[src/rtl/des_decrypt_key_schedule.sv]
// DES key schedule for decryption: PC-1 loads C/D once, then right rotations
// walk the schedule backwards so K16..K1 are presented one per handshake.
module des_decrypt_key_schedule (
    input  logic        clk,
    input  logic        rst,
    input  logic        start,
    input  logic [63:0] key_in,
    input  logic        subkey_ready,
    output logic [47:0] subkey,
    output logic        subkey_valid,
    output logic [3:0]  round_num,
    output logic        busy,
    output logic        done
);

    typedef enum logic {IDLE, EMIT} state_t;

    // FIPS 46-3 selection tables, 1-based with bit 1 as the MSB.
    localparam int PC1_TAB [0:55] = '{
        57, 49, 41, 33, 25, 17,  9,  1, 58, 50, 42, 34, 26, 18,
        10,  2, 59, 51, 43, 35, 27, 19, 11,  3, 60, 52, 44, 36,
        63, 55, 47, 39, 31, 23, 15,  7, 62, 54, 46, 38, 30, 22,
        14,  6, 61, 53, 45, 37, 29, 21, 13,  5, 28, 20, 12,  4
    };

    localparam int PC2_TAB [0:47] = '{
        14, 17, 11, 24,  1,  5,  3, 28, 15,  6, 21, 10,
        23, 19, 12,  4, 26,  8, 16,  7, 27, 20, 13,  2,
        41, 52, 31, 37, 47, 55, 30, 40, 51, 45, 33, 48,
        44, 49, 39, 56, 34, 53, 46, 42, 50, 36, 29, 32
    };

    state_t      state;
    logic [27:0] c_reg;
    logic [27:0] d_reg;
    logic        rot_one;
    logic        accept;
    logic        unused_parity;

    function automatic logic [55:0] pc1(input logic [63:0] k);
        logic [55:0] r;
        r = '0;
        for (int i = 0; i < 56; i++) begin
            r[55-i] = k[64-PC1_TAB[i]];
        end
        return r;
    endfunction

    function automatic logic [47:0] pc2(input logic [55:0] cd);
        logic [47:0] r;
        r = '0;
        for (int i = 0; i < 48; i++) begin
            r[47-i] = cd[56-PC2_TAB[i]];
        end
        return r;
    endfunction

    function automatic logic [27:0] ror(input logic [27:0] v, input logic one);
        return one ? {v[0], v[27:1]} : {v[1:0], v[27:2]};
    endfunction

    // Parity bits (FIPS 8, 16, ..., 64) take no part in the schedule.
    assign unused_parity = ^{key_in[56], key_in[48], key_in[40], key_in[32],
                             key_in[24], key_in[16], key_in[8], key_in[0]};

    // Single-bit rotations mirror encrypt rounds 16, 9 and 2.
    assign rot_one = (round_num == 4'd0) || (round_num == 4'd7) || (round_num == 4'd14);

    assign subkey_valid = (state == EMIT);
    assign busy         = (state != IDLE);
    assign accept       = subkey_valid && subkey_ready;
    assign subkey       = pc2({c_reg, d_reg});

    always_ff @(posedge clk or posedge rst) begin
        if (rst) begin
            state     <= IDLE;
            c_reg     <= '0;
            d_reg     <= '0;
            round_num <= '0;
            done      <= 1'b0;
        end else begin
            done <= 1'b0;
            case (state)
                IDLE: begin
                    if (start) begin
                        {c_reg, d_reg} <= pc1(key_in);
                        round_num      <= '0;
                        state          <= EMIT;
                    end
                end
                EMIT: begin
                    if (accept) begin
                        if (round_num == 4'd15) begin
                            state     <= IDLE;
                            done      <= 1'b1;
                            round_num <= '0;
                        end else begin
                            c_reg     <= ror(c_reg, rot_one);
                            d_reg     <= ror(d_reg, rot_one);
                            round_num <= round_num + 4'd1;
                        end
                    end
                end
                default: state <= IDLE;
            endcase
        end
    end

endmodule

[config.mk]
export PLATFORM = sky130hd
export DESIGN_NAME = des_decrypt_key_schedule
export DESIGN_NICKNAME = d
export VERILOG_FILES = /design/src/rtl/des_decrypt_key_schedule.sv
export SDC_FILE = /design/constraint.sdc
export NUM_CORES = 1
export LEC_CHECK = 0
export CORE_MARGIN = 1
export CORE_UTILIZATION = 34
export CTS_BUF_LIST = sky130_fd_sc_hd__clkbuf_8
export DETAILED_ROUTE_END_ITERATION = 10
export REMOVE_ABC_BUFFERS = 1
export SETUP_SLACK_MARGIN = 0.02
export SYNTH_ARGS = -nofsm -noshare
export SYNTH_HDL_FRONTEND = slang
export SYNTH_SLANG_ARGS = --single-unit
export TNS_END_PERCENT = 50
[constraint.sdc]
create_clock -name clk -period 3.6 [get_ports clk]
set_input_delay 0.72 -clock clk [delete_from_list [all_inputs] [get_ports clk]]
set_output_delay 0.72 -clock clk [all_outputs]
set_load 0.02 [all_outputs]
; ---- Yosys cells after proc, flatten, opt, wreduce, memory -nomap -nowiden
; Index checks and enable logic that the tools add are counted.
; Widths: inputs -> output; s select.
[op_classes]
n_mux = 21
n_bitwise = 1
reduce_logical = 6
addsub = 1
n_eq_ne = 6
n_lt_le_gt_ge = 0
mul = 0
shift = 0
div_mod_pow = 0
[op_table]
columns = op, count
row1 = $mux 28, 8
row2 = $pmux 28 s2, 2
row3 = $mux 4, 3
row4 = $eq 4x4->1 const B, 2
row5 = $pmux 4 s2, 1
row6 = $mux 1, 6
row7 = $add 4x1->4 const B, 1
row8 = $eq 4x3->1 const B, 1
row9 = $logic_not 4->1, 1
row10 = $ne 2x2->1 const B, 2
row11 = $reduce_and 3->1, 1
row12 = $logic_or 1x1->1, 2
row13 = $ne 2x1->1 const B, 1
row14 = $pmux 1 s2, 1
row15 = $reduce_and 2->1, 1
row16 = $logic_and 1x1->1, 1
row17 = $not 1->1, 1
[totals]
latchBits = 0
ramBits = 0
output_inout_bits = 55
mem_count = 0
mem_bits_ro = 0
register_bits = 62

; ---- Longest topological paths before layout
[depth]
ltp_word = 7
ltp_mapped = 8
depth_no_buf = 6

; ---- Worst setup path after synthesis
; OpenSTA, ideal clock, no wires.
[synth_path]
kind = register to register
startpoint = register round_num[0]
endpoint = register d_reg[10]
path_buffers = 2
t_arrival_ns = 1.675
period_less_slack_ns = 1.796
stages_incl_launch_ff = 9
setup_time_ns = 0.121
path_slack_ns = 1.804
path_cell_list = dfrtp_1 -> inv_1 -> ha_1 -> mux2_4 -> buf_6 -> buf_6 -> nand3_1 -> o2111ai_1 -> a22o_1
[synth_between]
elab_chain_cells = 7
[synth_lines]
columns = element, line_no
row1 = start: declaration, 11  ; output logic [3:0] round_num,
row2 = start signal: assignment, 100  ; round_num <= round_num + 4'd1;
row3 = $eq 4x3->1 or $logic_not 4->1 (tied branches), 67  ; assign rot_one = (round_num == 4'd0) || (round_num == 4'd7) || (round_num == 4'd14);
row4 = $logic_or 1x1->1 (2 in a row), 67
row5 = $mux 28, 59  ; return one ? {v[0], v[27:1]} : {v[1:0], v[27:2]};
row6 = $mux 28, 93  ; if (round_num == 4'd15) begin
row7 = $mux 28, 92  ; if (accept) begin
row8 = $pmux 28 s2, 83  ; case (state)
row9 = end signal: assignment, 86  ; {c_reg, d_reg} <= pc1(key_in);
row10 = end signal: assignment, 99  ; d_reg <= ror(d_reg, rot_one);
row11 = end: declaration, 35  ; logic [27:0] d_reg;
; Several ways; a longest one is shown, not always the timed one. The select of a mux whose other input is x is not followed.
; A chain may end at the register's enable or synchronous reset.

; ---- Final worst setup path
[layout_path]
startpoint = register state, in the netlist busy
endpoint = output subkey_valid
[layout_rtl]
columns = element, line_no
row1 = start: declaration, 33  ; state_t state;
row2 = start signal: assignment, 76  ; state <= IDLE;
row3 = start signal: assignment, 88  ; state <= EMIT;
row4 = start signal: assignment, 94  ; state <= IDLE;
row5 = end: declaration, 10  ; output logic subkey_valid,
; No word-level cell between the ends.

==> results.md <==
* Hold_sp: c_reg[19]
* Endpoints failing hold at 0
* Total CTS buffers at 9
* Synth Area in Compound Gates at 0.193
* Combinational fraction of design power at 0.538
* DR vias at 4256
* Worst Path Arrival at 1940 ps
* Post-route ant nets at 0
* CTS tree: yes
* Overall routing resource usage at 0.172
* Crit Path Category: flop to output pin
* NetSw at 2.11 mW
* Final WS setup at 941 ps
* P_leak at 2.46 nW
* First-pass GRT wire length at 20200 µm
* Post-synth top area cell: dfrtp_1
* PD cells at 806 mW/mm²
* Final RePlAce weighted congestion at 0.724
* Initial core utilization at 0.349
* Area growth syn-to-layout at 19.5%
* Crit. End Element: output pin
* Hold buffers post-CTS at 0
* Clk root buf: clkbuf_8
* Simple-Gate Fraction of Synth Area at 0.203
* Clk sinks at 62
* Crit-path max cell delay at 840 ps
* Nets at 658
* Vias in the first global route at 4106
* Clock Power Share at 0.136
* Pre-CTS setup slack at roughly 920 ps
* Largest net degree at the start of global routing at 85
* Area of the core at 0.0139 mm²
* Die area at 0.0147 mm²
* PortBufs at 114
* Setup tns final at 0 ps
* Die Span Y at between 100 and 150 µm
* Synth top area share at 0.320
* Proportion of layout cells with a drive suffix above 1 at 0.0541
* Longest Clk Path Bufs at 2
* Slowest CP cell: dfrtp_4
* Remaining DRCs at 0
* CP Launch Point: busy
* Synth warnings at 0
* CP Launch Type: flop
* Post-Synthesis Cells at approximately 560
* Post-CTS setup repair buffer count at 0
* GRT Residual Overflow at 0
* Clk_lat worst skew at ~350 ps
* Synth area leaders: dfrtp_1 (32%), mux2i_1 (12%), nand3_1 (9.8%), a22o_1 (8.3%), o2111ai_1 (8.3%)
* Worst Max-Slew Pin Slew at slightly above 700 ps
* CP bufs+invs at 1
* Setup Viol. Count Final at 0
* Initial antenna violation count at 0
* Detailed placer's ending HPWL at 7620 µm
* Mapped Area at 0.00485 mm²
* Peak supply drop at 0.330 mV
* Critical Path RT at between 2000 and 3000 ps
* Row cnt at 43
* Width of the die at ~120 µm
* F_max at approximately 0.38 GHz
* Final Cycle Share at 0.739
* Vias per std cell at 5.51
* Switching Fraction at 0.451
* Drt wl/cell at around 16 µm
* Power Total at 4.67 mW
* H-tree depth at 3
* Worst Hold Class: flop to flop
* Io pins at 123
* Drt total wl at 12300 µm
* Setup Skew at 12.4 ps
* Xor/xnor share of the synthesized area at 0.00181
* Post-synthesis sequential area ratio at 0.320
* DR iter-0 viols at about 210
* Post-Synth Adder-Cell Area at 0.00774
* Syn_area_per_cell at roughly 8.6 µm²
* RSZ-0062 raised after global routing: false
* Rel. slew slack at 0.517
* DRT Pass-1 Iters at 8
* P_int at 2.56 mW
* Cell variety after synth at 28
* Flops & latches, synth at 62
* Max-cap viol count at 0
* Sequential power share at 0.326
* Cell family with most CP delay: flip-flops
* RR Startpoint: round_num[0]
* Clock transition at path regs at approximately 70 ps
* Max FO, Critical Path at between 60 and 70
* Largest family of logic cells by synthesized area: simple AND/OR/NAND/NOR gates
* Tmin final at 2660 ps
* Ant. Diodes at 0
* Status: finished, final reports clean
* Post-CTS sizing at 0
* CP Cell Sequence: clkdlybuf4s50_1
* Slew Limit Fails at 0
* Post-synthesis mux area share at 0.123
## final cells by class
type	count	area [µm²]
fill	1399	8090
multi-input combinational	389	2590
sequential	62	1560
timing repair buffer	122	1210
tap	180	225
clock buffer	11	151
clock inverter	5	48.8
inverter	3	11.3
## metal layers
metal	vias to the layer above	GRT usage	wire (µm)
li1	2062	-	-
met1	2075	0.218	5580
met2	103	0.290	5990
met3	16	0.0315	519
met4	0	0.0664	197
met5	-	0	0
## power by group through the flow
stage	clock, mW	sequential (mW)	combinational [mW]
floorplan	0	1.77	1.28
global placement	0	1.50	2.49
detailed placement	0	1.53	2.53
CTS	0.661	1.52	2.54
global route	0.687	1.59	2.74
finish	0.637	1.52	2.51
## synthesized netlist by cell type
master / number
o211ai_1: 10
a32o_1: 1
buf_6: 7
buf_4: 53
dfrtp_1: 62
nand2b_4: 1
a31oi_2: 1
nand3_2: 1
a22o_1: 46
nand3_1: 95
o21ai_0: 4
a21oi_1: 1
nand2_1: 13
nor2b_1: 1
buf_1: 6
clkbuf_1: 18
ha_1: 3
mux2i_1: 57
mux2_4: 1
buf_8: 4
buf_2: 19
inv_1: 3
xor2_1: 1
o2111ai_1: 46
nand3b_1: 10
a21boi_0: 1
mux2_2: 1
nor2_1: 95
## path summary, 6_finish.rpt
path / cells after the start / slack (ps) / endpoint
max: 1 / 940 / subkey_valid
min: 2 / 550 / c_reg[19]
max reg2reg: 5 / 1270 / c_reg[20]
min reg2reg: 2 / 550 / c_reg[19]
max in group asynchronous: 3 / 2130 / busy
min in group asynchronous: 2 / 800 / d_reg[20]
## through the flow
stage / hold slack (ps) / utilization / std cells / area [µm²]
2_1_floorplan: 488 / - / 454 / 4130
3_3_place_gp: 507 / 0.403 / 756 / 5600
3_5_place_dp: 541 / 0.403 / 756 / 5600
4_1_cts: 555 / 0.418 / 772 / 5800
5_1_grt: 587 / 0.418 / 772 / 5800
6_report: 550 / 0.418 / 772 / 5800
## layout by cell type (no fill, tap or decap), drive strengths merged, types with 4 or more instances in the layout
| master | n |
|---|---|
| nand3 | 96 |
| nand2 | 13 |
| o21ai | 4 |
| o211ai | 10 |
| o2111ai | 46 |
| clkbuf | 11 |
| clkdlybuf4s50 | 114 |
| nor2 | 95 |
| inv | 4 |
| a22o | 46 |
| dfrtp | 62 |
| nand3b | 10 |
| mux2i | 57 |
| buf | 8 |
## kinds of logic (layout without fill, tap and decap cells)
family          count (synthesis)  in the layout
fa+ha+maj                       3              3
compound gates                110            110
mux                            59             59
flops                          62             62
xor+xnor                        1              1
buf+inv                       110            141
simple gates                  216            216
Note: power is estimated with default switching activity, not from simulation.
